### src/rtl/request_encoder.sv
`default_nettype none
// ============================================================================
//  Module      : request_encoder
//  Description : 8-to-3 buffered request encoder. This is the inverse of the
//                3-to-8 decoder. Request lines a..h (indices 0..7) are
//                captured into a pending vector while oe = 1. One pending
//                index at a time is offered to the consumer through a
//                valid/ready handshake.
//  Revision    : 1.0 - initial release
// ----------------------------------------------------------------------------
//  Ports
//    clk      in   1  rising-edge clock for all state
//    rst_n    in   1  asynchronous active-low reset
//    oe       in   1  capture enable (1 = sample request lines)
//    a..h     in   1  request lines, a = index 0 ... h = index 7
//    ready    in   1  consumer accepts code (handshake = valid & ready)
//    code     out  3  offered index, meaningful while valid = 1
//    valid    out  1  code is being offered
//    pending  out  8  registered pending-request vector
// ----------------------------------------------------------------------------
//  Configuration
//    ROUND_ROBIN_EN  defined   : round-robin arbitration. A 3-bit pointer
//                                holds the last-served index. The search
//                                starts at pointer + 1.
//                    undefined : fixed priority; the lowest set index wins.
// ============================================================================
module request_encoder (
    input  logic       clk,
    input  logic       rst_n,
    input  logic       oe,
    input  logic       a,
    input  logic       b,
    input  logic       c,
    input  logic       d,
    input  logic       e,
    input  logic       f,
    input  logic       g,
    input  logic       h,
    input  logic       ready,
    output logic [2:0] code,
    output logic       valid,
    output logic [7:0] pending
);

    typedef enum logic [0:0] {
        IDLE = 1'b0,
        HOLD = 1'b1
    } state_t;

    state_t     state_q, state_d;
    logic [2:0] code_q,  code_d;
    logic [7:0] pending_q, pending_d;

    logic [7:0] w_req;
    logic       w_handshake;
    logic [7:0] w_clear;
    logic [2:0] w_sel_idle;   // choice made from the registered pending vector
    logic [2:0] w_sel_next;   // choice made from the post-handshake vector

    assign w_req       = {h, g, f, e, d, c, b, a};
    assign w_handshake = (state_q == HOLD) && ready;
    assign w_clear     = w_handshake ? (8'd1 << code_q) : 8'd0;

    // The clear is applied first and the new requests are ORed in afterwards.
    // A bit that is served and re-requested in the same cycle stays set.
    assign pending_d = (pending_q & ~w_clear) | (oe ? w_req : 8'd0);

`ifdef ROUND_ROBIN_EN
    logic [2:0] ptr_q, ptr_d;

    // Scan ptr+1, ptr+2, ... wrapping 7 -> 0. The pointer index itself is
    // checked last.
    function automatic logic [2:0] f_select(input logic [7:0] vec,
                                            input logic [2:0] ptr);
        logic [2:0] idx;
        logic       found;
        logic [2:0] res;
        res   = 3'd0;
        found = 1'b0;
        for (int i = 1; i <= 8; i++) begin
            idx = ptr + 3'(i);
            if (!found && vec[idx]) begin
                res   = idx;
                found = 1'b1;
            end
        end
        return res;
    endfunction

    assign ptr_d = w_handshake ? code_q : ptr_q;

    // On a handshake, the index being served becomes the new last-served
    // index. Using it here lets the back-to-back pick see the updated
    // pointer on the same edge.
    assign w_sel_idle = f_select(pending_q, ptr_q);
    assign w_sel_next = f_select(pending_d, code_q);
`else
    // Scan from the top down so that the lowest set index is written last
    // and therefore wins.
    function automatic logic [2:0] f_select(input logic [7:0] vec);
        logic [2:0] res;
        res = 3'd0;
        for (int i = 7; i >= 0; i--) begin
            if (vec[i]) begin
                res = 3'(i);
            end
        end
        return res;
    endfunction

    assign w_sel_idle = f_select(pending_q);
    assign w_sel_next = f_select(pending_d);
`endif

    always_comb begin
        state_d = state_q;
        code_d  = code_q;
        case (state_q)
            IDLE: begin
                // The selection uses registered pending. This gives the
                // fixed two-edge request-to-valid latency.
                if (pending_q != 8'd0) begin
                    code_d  = w_sel_idle;
                    state_d = HOLD;
                end
            end
            HOLD: begin
                // Without ready, code is frozen even if a higher-priority
                // request arrives.
                if (ready) begin
                    if (pending_d != 8'd0) begin
                        code_d = w_sel_next;
                    end else begin
                        state_d = IDLE;
                    end
                end
            end
            default: begin
                state_d = IDLE;
            end
        endcase
    end

    always_ff @(posedge clk or negedge rst_n) begin
        if (!rst_n) begin
            state_q   <= IDLE;
            code_q    <= 3'd0;
            pending_q <= 8'd0;
`ifdef ROUND_ROBIN_EN
            ptr_q     <= 3'd7;
`endif
        end else begin
            state_q   <= state_d;
            code_q    <= code_d;
            pending_q <= pending_d;
`ifdef ROUND_ROBIN_EN
            ptr_q     <= ptr_d;
`endif
        end
    end

    assign code    = code_q;
    assign valid   = (state_q == HOLD);
    assign pending = pending_q;

endmodule
`default_nettype wire

### config.mk
export PLATFORM = sky130hd
export DESIGN_NAME = request_encoder
export DESIGN_NICKNAME = d
export VERILOG_FILES = /design/src/rtl/request_encoder.sv
export SDC_FILE = /design/constraint.sdc
export NUM_CORES = 1
export LEC_CHECK = 0
export CORE_MARGIN = 5
export CORE_UTILIZATION = 49
export DETAILED_ROUTE_END_ITERATION = 8
export PLACE_DENSITY = 0.86
export RECOVER_POWER = 50
export SETUP_SLACK_MARGIN = 0.3
export SYNTH_ARGS = -nofsm -noshare
export SYNTH_HDL_FRONTEND = slang
export SYNTH_SLANG_ARGS = --single-unit
export TNS_END_PERCENT = 20
### constraint.sdc
create_clock -name clk -period 4.15 [get_ports clk]
set_input_delay 0.6225 -clock clk [delete_from_list [all_inputs] [get_ports clk]]
set_output_delay 0.6225 -clock clk [all_outputs]
set_load 0.03 [all_outputs]
==> flow_summary_export.csv <==
group,metric,value,unit
run_status,status,"finished clean",
final_layout,fin_nets,132,
route,avgRoutedWirePerCell,17.1,um
hold_path,hold_path.class,"register to register",
timing,finalHoldViolCount,0,
placement,gp_congestion,0.879,
timing,final.period_utilization,64.7,%
final_layout,drive_above_1_share,11.8,%
global_route,grt_antenna_before_repair,0,
logic_synthesis,synth_most_common_cell,"nand2_1",
clock_network,clock_latency,0.28,ns
logic_synthesis,yosysTopAreaCell,"dfrtp_1",
timing,maxSlewViolCount,0,
timing,max_freq,372,MHz
logic_synthesis,synth_top_area_share,36.1,%
hold_path,hold_depth,1,
worst_setup_path,crit_path_end_kind,"register",
timing,setup_viol,0,
logic_synthesis,synth_commonest_cells,"nand2_1, dfrtp_1, o21ai_0, inv_1, nor2_1",
placement,port_buffers,23,
route,vias,875,
logic_synthesis,synth_edf_count,0,
logic_synthesis,synth_flop_cell,"dfrtp_1",
timing,tns,0,ns
floorplan,core,1560,sq um
global_route,grt_overflow_total,0,
worst_setup_path,reg2reg_to,"code[0]",
logic_synthesis,syn-num-nets,107,
logic_synthesis,ys_ff_latch,12,
worst_setup_path,cp.required,4.32,ns
logic_synthesis,yosys.area_share.xor_xnor,0,%
worst_setup_path,r2r_setup_slack,1.86,ns
timing,tightest_slew,0.582,ns
logic_synthesis,synth_top_family_by_area,"compound AO/OA/AOI/OAI gates",
clock_network,htreeDepth,1,
clock_network,path_clk_slew,0.08,ns
global_route,grt_use_total,19.2,%
floorplan,fp.dieH,51.2,um
global_route,grt_start_max_net_pins,13,
logic_synthesis,synth-warning-count,0,
worst_setup_path,start_kind,"primary input",
placement,dp_slack,1.24,ns
power_and_ir_drop,leakage,0.462,nW
clock_network,post-cts-setup-buffer-count,0,
power_and_ir_drop,pwr-share-seq,37.1,%
route,drc,0,
clock_network,cts_made_buffers,3,
power_and_ir_drop,switching_share,43.0,%
power_and_ir_drop,combPwrFrac,44.6,%
worst_setup_path,startpoint,"oe",
run,maxCapViolations,0,
logic_synthesis,synth-compound-area-share,30.5,%
route,routed_via_density,6.48,
worst_setup_path,r2r_cells,6,
logic_synthesis,synth.yosys.seq_area_share,36.1,%
clock_network,clock_path_buffers,2,
logic_synthesis,netlist_instances,95,
floorplan,rows,14,
power_and_ir_drop,power.switching,0.228,mW
floorplan,die_area,2620,sq um
clock_network,ctsHoldBuffers,0,
final_layout,antenna_cells,0,
logic_synthesis,syn_area,832,sq um
floorplan,pin_count,24,
logic_synthesis,synth_area_leaders,"dfrtp_1, nand2_1, o21ai_0",
hold_path,hp-start,"code[2]",
logic_synthesis,ys_types,35,
route,final_antenna_net_count,0,
final_layout,syn2layout_area_growth,32.0,%
placement,dpl.cell_count,131,
final_layout,fin_cells,135,
route,drt-pass1-iter-count,4,
power_and_ir_drop,power_density,482,nW/um^2
floorplan,die_w,51.2,um
power_and_ir_drop,power_frac_clock,18.3,%
hold_path,min_to,"code[2]",
logic_synthesis,synth_fa_ha_area_share,0,%
logic_synthesis,synth.avg_cell_area,8.76,sq um
clock_network,clock-root-buffer,"clkbuf_4",
worst_setup_path,critical_path_class,"primary input to register",
timing,grt_setup_unrepaired,"no",
logic_synthesis,synthMuxAreaShare,6.32,%
logic_synthesis,yosys.area_share.simple,21.5,%
worst_setup_path,path_max_fanout,12,
power_and_ir_drop,peakVddDrop,0.350,mV
timing,slew-limit-headroom,61.0,%
power_and_ir_drop,p_int,0.302,mW
clock_network,cts_resized,0,
clock_network,clkSinkCount,12,
timing,fin_ws,1.47,ns
clock_network,cts_tree,"built",
route,drt_iter0_markers,61,
worst_setup_path,crit-reg2reg-launch,"code[0]",
global_route,grt_pass1_vias,841,
floorplan,start_util,53.4,%
final_layout,fill_cells,125,
timing,fin_crit,2.68,ns
placement,dp_hpwl,1750,um
timing,hold_ws,0.617,ns
route,finalWirelength,2310,um
timing,fin_skew,0.00348,ns
logic_synthesis,synthArstFlopShare,100,%
global_route,grt_first_pass_wirelength,3790,um
worst_setup_path,cp_data_arrival_time,2.85,ns
-- critical path: stages --
cell,delay (ns)
clkdlybuf4s50_1,0.63
a22o_1,0.36
or4b_4,0.57
o31ai_4,0.27
nor2_2,0.08
mux2_1,0.31
-- power by group through the flow --
stage          Combinational [mW]  Clock [mW]  Sequential, mW
2_1_floorplan               0.116           0           0.223
3_3_place_gp                0.231           0           0.195
3_5_place_dp                0.235           0           0.199
4_1_cts                     0.238      0.0965           0.196
5_1_grt                     0.251       0.102           0.203
6_report                    0.236      0.0969           0.197
-- cell usage in the layout, fill, tap and decap left out, types with 4 or more instances in the layout --
master	instances
a21o_1	4
a22oi_1	4
clkdlybuf4s50_1	21
dfrtp_1	12
inv_1	7
nand2_1	14
nand3_1	4
nor2_1	6
o21ai_0	9
-- flip-flops by register name, summed over array words and instances, names as in the netlist --
name / count
code: 3
pending: 8
valid: 1
-- kinds of logic (layout without fill, tap and decap cells) --
| kind of cell | count (synthesis) | count (layout) |
|---|---|---|
| compound gates | 34 | 34 |
| mux | 5 | 5 |
| simple gates | 34 | 34 |
| flops | 12 | 12 |
| buf+inv | 10 | 34 |
-- worst max path at each step --
stage / to / slack (ns) / cells after the start
after CTS: code[0] / 1.51 / 6
final: code[0] / 1.47 / 6
after global placement: code[0] / 1.29 / 6
after floorplan: code[0] / 1.88 / 7
after global routing: code[1] / 1.38 / 7
after detailed placement: code[0] / 1.24 / 6
-- metrics by stage --
step                      cell area, sq um  power, mW  util [%]
after floorplan                        832      0.338         -
after global placement                1060      0.427      68.1
after detailed placement              1060      0.434      68.1
after CTS                             1100      0.530      70.5
after global routing                  1100      0.557      70.5
final                                 1100      0.530      70.5
-- metal layers --
metal  wire [um]  vias to the layer above  global-route usage (%)
met5           0                        -                       0
met4          47                        0                    10.3
met3         201                        9                    4.07
met2        1060                       54                    29.0
met1         998                      410                    25.6
li1            -                      402                       -
-- area by class of cell --
cell class / instances / area [sq um] / area share, %
multi-input combinational: 73 / 485 / 44.2
sequential: 12 / 300 / 27.3
timing repair buffer: 23 / 230 / 21.0
clock buffer: 4 / 36.3 / 3.30
inverter: 7 / 26.3 / 2.39
tap: 16 / 20.0 / 1.82
Note: power is estimated with default switching activity, not from simulation.
